==> src/rtl/multicycle_control_fsm.sv <==
// ============================================================================
// Module   : multicycle_control_fsm
// Brief    : Main controller for the multicycle MIPS datapath; one state per cycle.
//            Optional macro MC_ADDI_EN adds the ADDIEX/ADDIWB add-immediate path.
// Revision : 1.0 - initial release
// ============================================================================
`default_nettype none

module multicycle_control_fsm #(
  parameter logic [5:0] OP_RTYPE = 6'h00,
  parameter logic [5:0] OP_LW    = 6'h23,
  parameter logic [5:0] OP_SW    = 6'h2B,
  parameter logic [5:0] OP_BEQ   = 6'h04,
  parameter logic [5:0] OP_ADDI  = 6'h08,
  parameter int         CNT_W    = 16
) (
  input  logic             clk,
  input  logic             rst,
  input  logic [5:0]       Op,
  input  logic [5:0]       Funct,
  input  logic             Zero,
  output logic             PCEn,
  output logic             IorD,
  output logic             Memwrite,
  output logic             IRWrite,
  output logic             RegDst,
  output logic             MemtoReg,
  output logic             RegWrite,
  output logic             ALUsrcA,
  output logic [1:0]       ALUsrcB,
  output logic [2:0]       ALUControl,
  output logic             PCsrc,
  output logic [3:0]       state,
  output logic             illegal,
  output logic [CNT_W-1:0] retired
);

  localparam logic [3:0] S_FETCH  = 4'd0;
  localparam logic [3:0] S_DECODE = 4'd1;
  localparam logic [3:0] S_MEMADR = 4'd2;
  localparam logic [3:0] S_MEMRD  = 4'd3;
  localparam logic [3:0] S_MEMWB  = 4'd4;
  localparam logic [3:0] S_MEMWR  = 4'd5;
  localparam logic [3:0] S_EXEC   = 4'd6;
  localparam logic [3:0] S_ALUWB  = 4'd7;
  localparam logic [3:0] S_BEQ    = 4'd8;
`ifdef MC_ADDI_EN
  localparam logic [3:0] S_ADDIEX = 4'd9;
  localparam logic [3:0] S_ADDIWB = 4'd10;
`endif

  localparam logic [2:0] ALU_AND = 3'd0;
  localparam logic [2:0] ALU_OR  = 3'd1;
  localparam logic [2:0] ALU_ADD = 3'd2;
  localparam logic [2:0] ALU_SUB = 3'd6;
  localparam logic [2:0] ALU_SLT = 3'd7;

  logic [3:0]       r_state;
  logic [3:0]       w_next;
  logic [CNT_W-1:0] r_retired;
  logic             w_retire;

  // Every control output is forced low while reset is held, so nothing is written mid-reset.
  always_comb begin
    PCEn       = 1'b0;
    IorD       = 1'b0;
    Memwrite   = 1'b0;
    IRWrite    = 1'b0;
    RegDst     = 1'b0;
    MemtoReg   = 1'b0;
    RegWrite   = 1'b0;
    ALUsrcA    = 1'b0;
    ALUsrcB    = 2'd0;
    ALUControl = 3'd0;
    PCsrc      = 1'b0;
    illegal    = 1'b0;
    w_next     = S_FETCH;
    w_retire   = 1'b0;
    if (rst) begin
      case (r_state)
        S_FETCH: begin
          IRWrite    = 1'b1;
          ALUsrcB    = 2'd1;
          ALUControl = ALU_ADD;
          PCEn       = 1'b1;
          w_next     = S_DECODE;
        end
        S_DECODE: begin
          ALUsrcB    = 2'd3;
          ALUControl = ALU_ADD;
          case (Op)
            OP_LW, OP_SW: w_next = S_MEMADR;
            OP_RTYPE:     w_next = S_EXEC;
            OP_BEQ:       w_next = S_BEQ;
`ifdef MC_ADDI_EN
            OP_ADDI:      w_next = S_ADDIEX;
`else
            OP_ADDI:      illegal = 1'b1;
`endif
            default:      illegal = 1'b1;
          endcase
        end
        S_MEMADR: begin
          ALUsrcA    = 1'b1;
          ALUsrcB    = 2'd2;
          ALUControl = ALU_ADD;
          w_next     = (Op == OP_SW) ? S_MEMWR : S_MEMRD;
        end
        S_MEMRD: begin
          IorD   = 1'b1;
          w_next = S_MEMWB;
        end
        S_MEMWB: begin
          MemtoReg = 1'b1;
          RegWrite = 1'b1;
          w_retire = 1'b1;
        end
        S_MEMWR: begin
          IorD     = 1'b1;
          Memwrite = 1'b1;
          w_retire = 1'b1;
        end
        S_EXEC: begin
          ALUsrcA = 1'b1;
          w_next  = S_ALUWB;
          case (Funct)
            6'h20:   ALUControl = ALU_ADD;
            6'h22:   ALUControl = ALU_SUB;
            6'h24:   ALUControl = ALU_AND;
            6'h25:   ALUControl = ALU_OR;
            6'h2A:   ALUControl = ALU_SLT;
            default: begin
              illegal = 1'b1;
              w_next  = S_FETCH;
            end
          endcase
        end
        S_ALUWB: begin
          RegDst   = 1'b1;
          RegWrite = 1'b1;
          w_retire = 1'b1;
        end
        S_BEQ: begin
          ALUsrcA    = 1'b1;
          ALUControl = ALU_SUB;
          PCsrc      = 1'b1;
          PCEn       = Zero;
          w_retire   = 1'b1;
        end
`ifdef MC_ADDI_EN
        S_ADDIEX: begin
          ALUsrcA    = 1'b1;
          ALUsrcB    = 2'd2;
          ALUControl = ALU_ADD;
          w_next     = S_ADDIWB;
        end
        S_ADDIWB: begin
          RegWrite = 1'b1;
          w_retire = 1'b1;
        end
`endif
        default: w_next = S_FETCH;
      endcase
    end
  end

  always_ff @(posedge clk) begin
    if (!rst) begin
      r_state   <= S_FETCH;
      r_retired <= '0;
    end else begin
      r_state <= w_next;
      if (w_retire) r_retired <= r_retired + 1'b1;
    end
  end

  assign state   = r_state;
  assign retired = r_retired;

endmodule

`default_nettype wire
==> config.mk <==
export PLATFORM = sky130hd
export DESIGN_NAME = multicycle_control_fsm
export DESIGN_NICKNAME = d
export VERILOG_FILES = /design/src/rtl/multicycle_control_fsm.sv
export SDC_FILE = /design/constraint.sdc
export NUM_CORES = 1
export LEC_CHECK = 0
export ABC_AREA = 1
export CORE_MARGIN = 2
export CORE_UTILIZATION = 39
export CTS_CLUSTER_DIAMETER = 30
export CTS_CLUSTER_SIZE = 20
export DETAILED_ROUTE_END_ITERATION = 6
export PLACE_DENSITY_LB_ADDON = 0.1
export SYNTH_ARGS = -nofsm -noshare
export SYNTH_HDL_FRONTEND = slang
export SYNTH_SLANG_ARGS = --single-unit
==> constraint.sdc <==
create_clock -name clk -period 1.6 [get_ports clk]
set_input_delay 0.48 -clock clk [delete_from_list [all_inputs] [get_ports clk]]
set_output_delay 0.48 -clock clk [all_outputs]
set_load 0.005 [all_outputs]
==> results by group <==
Clock tree
  • # hold bufs at CTS: 0
  • CTS sink count: 20
  • Clock buffer depth: 2
  • CTS tree: yes
  • H-tree levels: 1
  • CTS buffer count: 3
  • CTS clk-pin slew, worst paths: between 0.1 and 0.15 ns
  • CTS root buffer: clkbuf_4
  • Clk_lat worst skew: 0.31 ns

Layout
  • Design Area, Final: roughly 2700 um2
  • Antenna Cells: 0
  • Nets@finish: between 300 and 400
  • Synthesis-to-finish area growth: 106.4%
  • Number of fill cells in the layout: around 190
  • Sequential Area: around 430 um2
  • Multi-input gate area: 1015 um2
  • Layout Cells excl Fill: 390
  • Ratio of cells with drive above 1 in the final layout: between 50 and 60%

Yosys
  • Yosys warns: 0
  • Synthesized net count: approximately 230
  • Register area share after synthesis: a little under a third
  • Yosys cell types: 24
  • Synthesized area per cell: ~6 um2
  • Cell accounting for the most synthesized area: dfxtp_1
  • Top-area cell type share of the netlist area: just over 30%
  • Top post-synthesis cells by area: dfxtp_1 31%, nand2_1 13%, nor2_1 12%
  • Mapped Cells: approximately 220
  • Synthesized flop and latch total: 20
  • Cell area after synthesis: 1300 um2

Detailed routing
  • Drt pass-1 iters: 4
  • Routed vias/inst: roughly 5.4
  • DR DRC count: 0
  • Vias after detailed routing: around 2100
  • Routed wire length: slightly above 6000 um
  • WL per Instance: 15.80 um
  • First DRT Iteration DRCs: around 170
  • Final ANT Viol Nets: 0

Critical path
  • R2r worst-path depth: 12
  • Critical path destination: illegal
  • Critical Path AT: between 1.5 and 2 ns
  • Worst R2R Start: state[3]
  • CP Launch Point: state[3]
  • Critical R2R Capture: state[2]
  • Crit start category: flop
  • Worst Path Max Fanout: 4
  • Crit path kind: reg2out
  • Crit end category: output pin
  • Crit path required time: between 1 and 1.5 ns
  • R2R setup slack: -0.22 ns

Global routing
  • Remaining global-route overflow: 0
  • Largest net degree at the start of global routing: 12
  • First-pass GRT wire length: 8121 um
  • Vias in the first global route: about 1800
  • Gr usage total: around 29%
  • Initial antenna violation count: 0

Timing
  • Final Skew: 0.001856 ns
  • Final worst path period need: approximately 2 ns
  • Fmax: ~500 MHz
  • Final slew viol count: 0
  • Final setup viols: 18
  • Slew HR: between 80% and 90%
  • Final setup margin: -0.4083 ns
  • Slew at the pin closest to its max-slew limit: ~0.29 ns
  • Fin. Hold Viols: 0
  • RSZ-0062 raised after global routing: true
  • Period utilization: 125.5%
  • Setup TNS: -4.905 ns

Placement
  • Pre-CTS setup slack: -0.9452 ns
  • GPL Wtd Cong: between 0.8 and 0.9
  • Dpl hpwl: about 2900 um
  • PortBufs: between 40 and 50
  • Area after DPL: between 2000 and 2500 um2
  • Dpl cells: 334

Min path
  • Hold path cells: 2
  • Min-Delay Path Class: reg2reg

Power
  • P_int: roughly 750 uW
  • Max IR drop VDD: between 0.0003 and 0.0004 V
  • Gate power share: between 20% and 30%
  • Total power: approximately 1000 uW
  • Lkg Pwr: 0.001324 uW
  • Switching pwr: roughly 290 uW
  • Switching part of the total: between 20% and 30%
  • Clock share of power: around 30%
  • Flop pwr share: 47.7%
  • PwrDens: roughly 390 nW/um2

Floorplanning
  • Full die area: about 3800 um2
  • # IOs: 50
  • Initial Util: between 40% and 50%
  • Core ar.: just over 3000 um2
  • Die height: between 60 and 70 um
  • Rows: 20
  • Die Span X: 61.74 um

Status
  • Failing checks: negative setup slack
  • Status: finished, violations left

Flow run
  • Max cap viols: 0
[cells in the final DEF, fill, tap and decap left out, types with 2 or more instances in the layout]
cell type        count
buf_4               66
nand2_1             39
nor2_1              26
dlygate4sd2_1       24
inv_1               18
dfxtp_2             18
a21oi_1             16
buf_2               16
buf_6               14
inv_2               11
nand3_1             11
nor2_2               9
nor2_4               8
nand4_1              8
nand3_2              7
nand2_2              5
nor3_2               4
o21ai_2              4
o21ai_1              4
nand3_4              3
nand2_4              3
o21ai_0              3
clkbuf_4             3
clkdlybuf4s15_1      3
clkbuf_2             3
inv_4                2
nand2_8              2
nor3_1               2
dfxtp_4              2
[final cells by class]
cell class	instances	share of cell area [%]
Multi-Input combinational cell	162	37.83
Inverter	31	4.524
Sequential cell	20	16.04
Clock buffer	4	1.353
Timing Repair Buffer	129	38.20
Tap cell	44	2.052
[cells in the mapped netlist (all sizes together)]
| library cell | count |
|---|---|
| a21oi | 17 |
| and2 | 1 |
| buf | 3 |
| clkbuf | 2 |
| dfxtp | 20 |
| ha | 1 |
| inv | 31 |
| nand2 | 47 |
| nand3 | 21 |
| nand4 | 8 |
| nor2 | 43 |
| nor3 | 7 |
| o21ai | 11 |
| o22ai | 2 |
| o31ai | 1 |
| or2 | 1 |
[kinds of logic after synthesis]
logic type	Yosys count	synth area share (%)
AOI/OAI and AO/OA	31	12.32
buffers and inverters	36	11.65
DFF	20	30.80
and+or+nand+nor	128	44.27
adders and majority gates	1	0.9623
[through the flow]
step	utilization (%)	hold WS (ns)
6_report	86.45	0.5381
5_1_grt	86.45	0.5516
4_1_cts	81.21	0.4787
3_5_place_dp	65.65	0.4654
3_3_place_gp	65.65	0.4625
2_1_floorplan	-	0.4584
[what timing repair did]
| item | in CTS | in global routing |
|---|---|---|
| cloned | 2 | 0 |
| setup buffers | 46 | 7 |
| gates resized for setup | 181 | 40 |
| setup endpoints to repair | 53 | 28 |
| pin swaps | 27 | 15 |
[state kept, by name, summed over array words and instances (netlist names)]
name	flops
retired	16
state	4
[worst min path at each step]
| stage | startpoint | end | slack (ns) |
|---|---|---|---|
| 2_1_floorplan | retired[14] | retired[14] | 0.46 |
| 3_3_place_gp | retired[14] | retired[14] | 0.46 |
| 3_5_place_dp | retired[14] | retired[14] | 0.47 |
| 4_1_cts | retired[14] | retired[14] | 0.48 |
| 5_1_grt | retired[14] | retired[14] | 0.55 |
| 6_report | retired[14] | retired[14] | 0.54 |
[power by group through the flow]
stage | logic, uW | clock network (uW) | registers [uW]
after global placement | 157 | 0 | 513
final | 238 | 310 | 499
after floorplan | 55.3 | 0 | 516
after CTS | 201 | 301 | 499
after detailed placement | 159 | 0 | 514
after global routing | 253 | 337 | 500
[critical path, cell delays in order (launching register included)]
cell	delay (ns)
dfxtp_4	0.39
buf_6	0.12
nor2_4	0.14
nand2_2	0.09
inv_2	0.07
nand3_2	0.06
o22ai_1	0.18
buf_2	0.16
[per-layer routing]
metal / wire, um / global-route usage [%] / vias to the layer above
met5: 0 / 0 / -
li1: - / - / 969
met1: 2260 / 33.38 / 966
met4: 258 / 12.77 / 0
met2: 3154 / 51.43 / 128
met3: 490 / 4.969 / 36
Note: power is estimated with default switching activity, not from simulation.
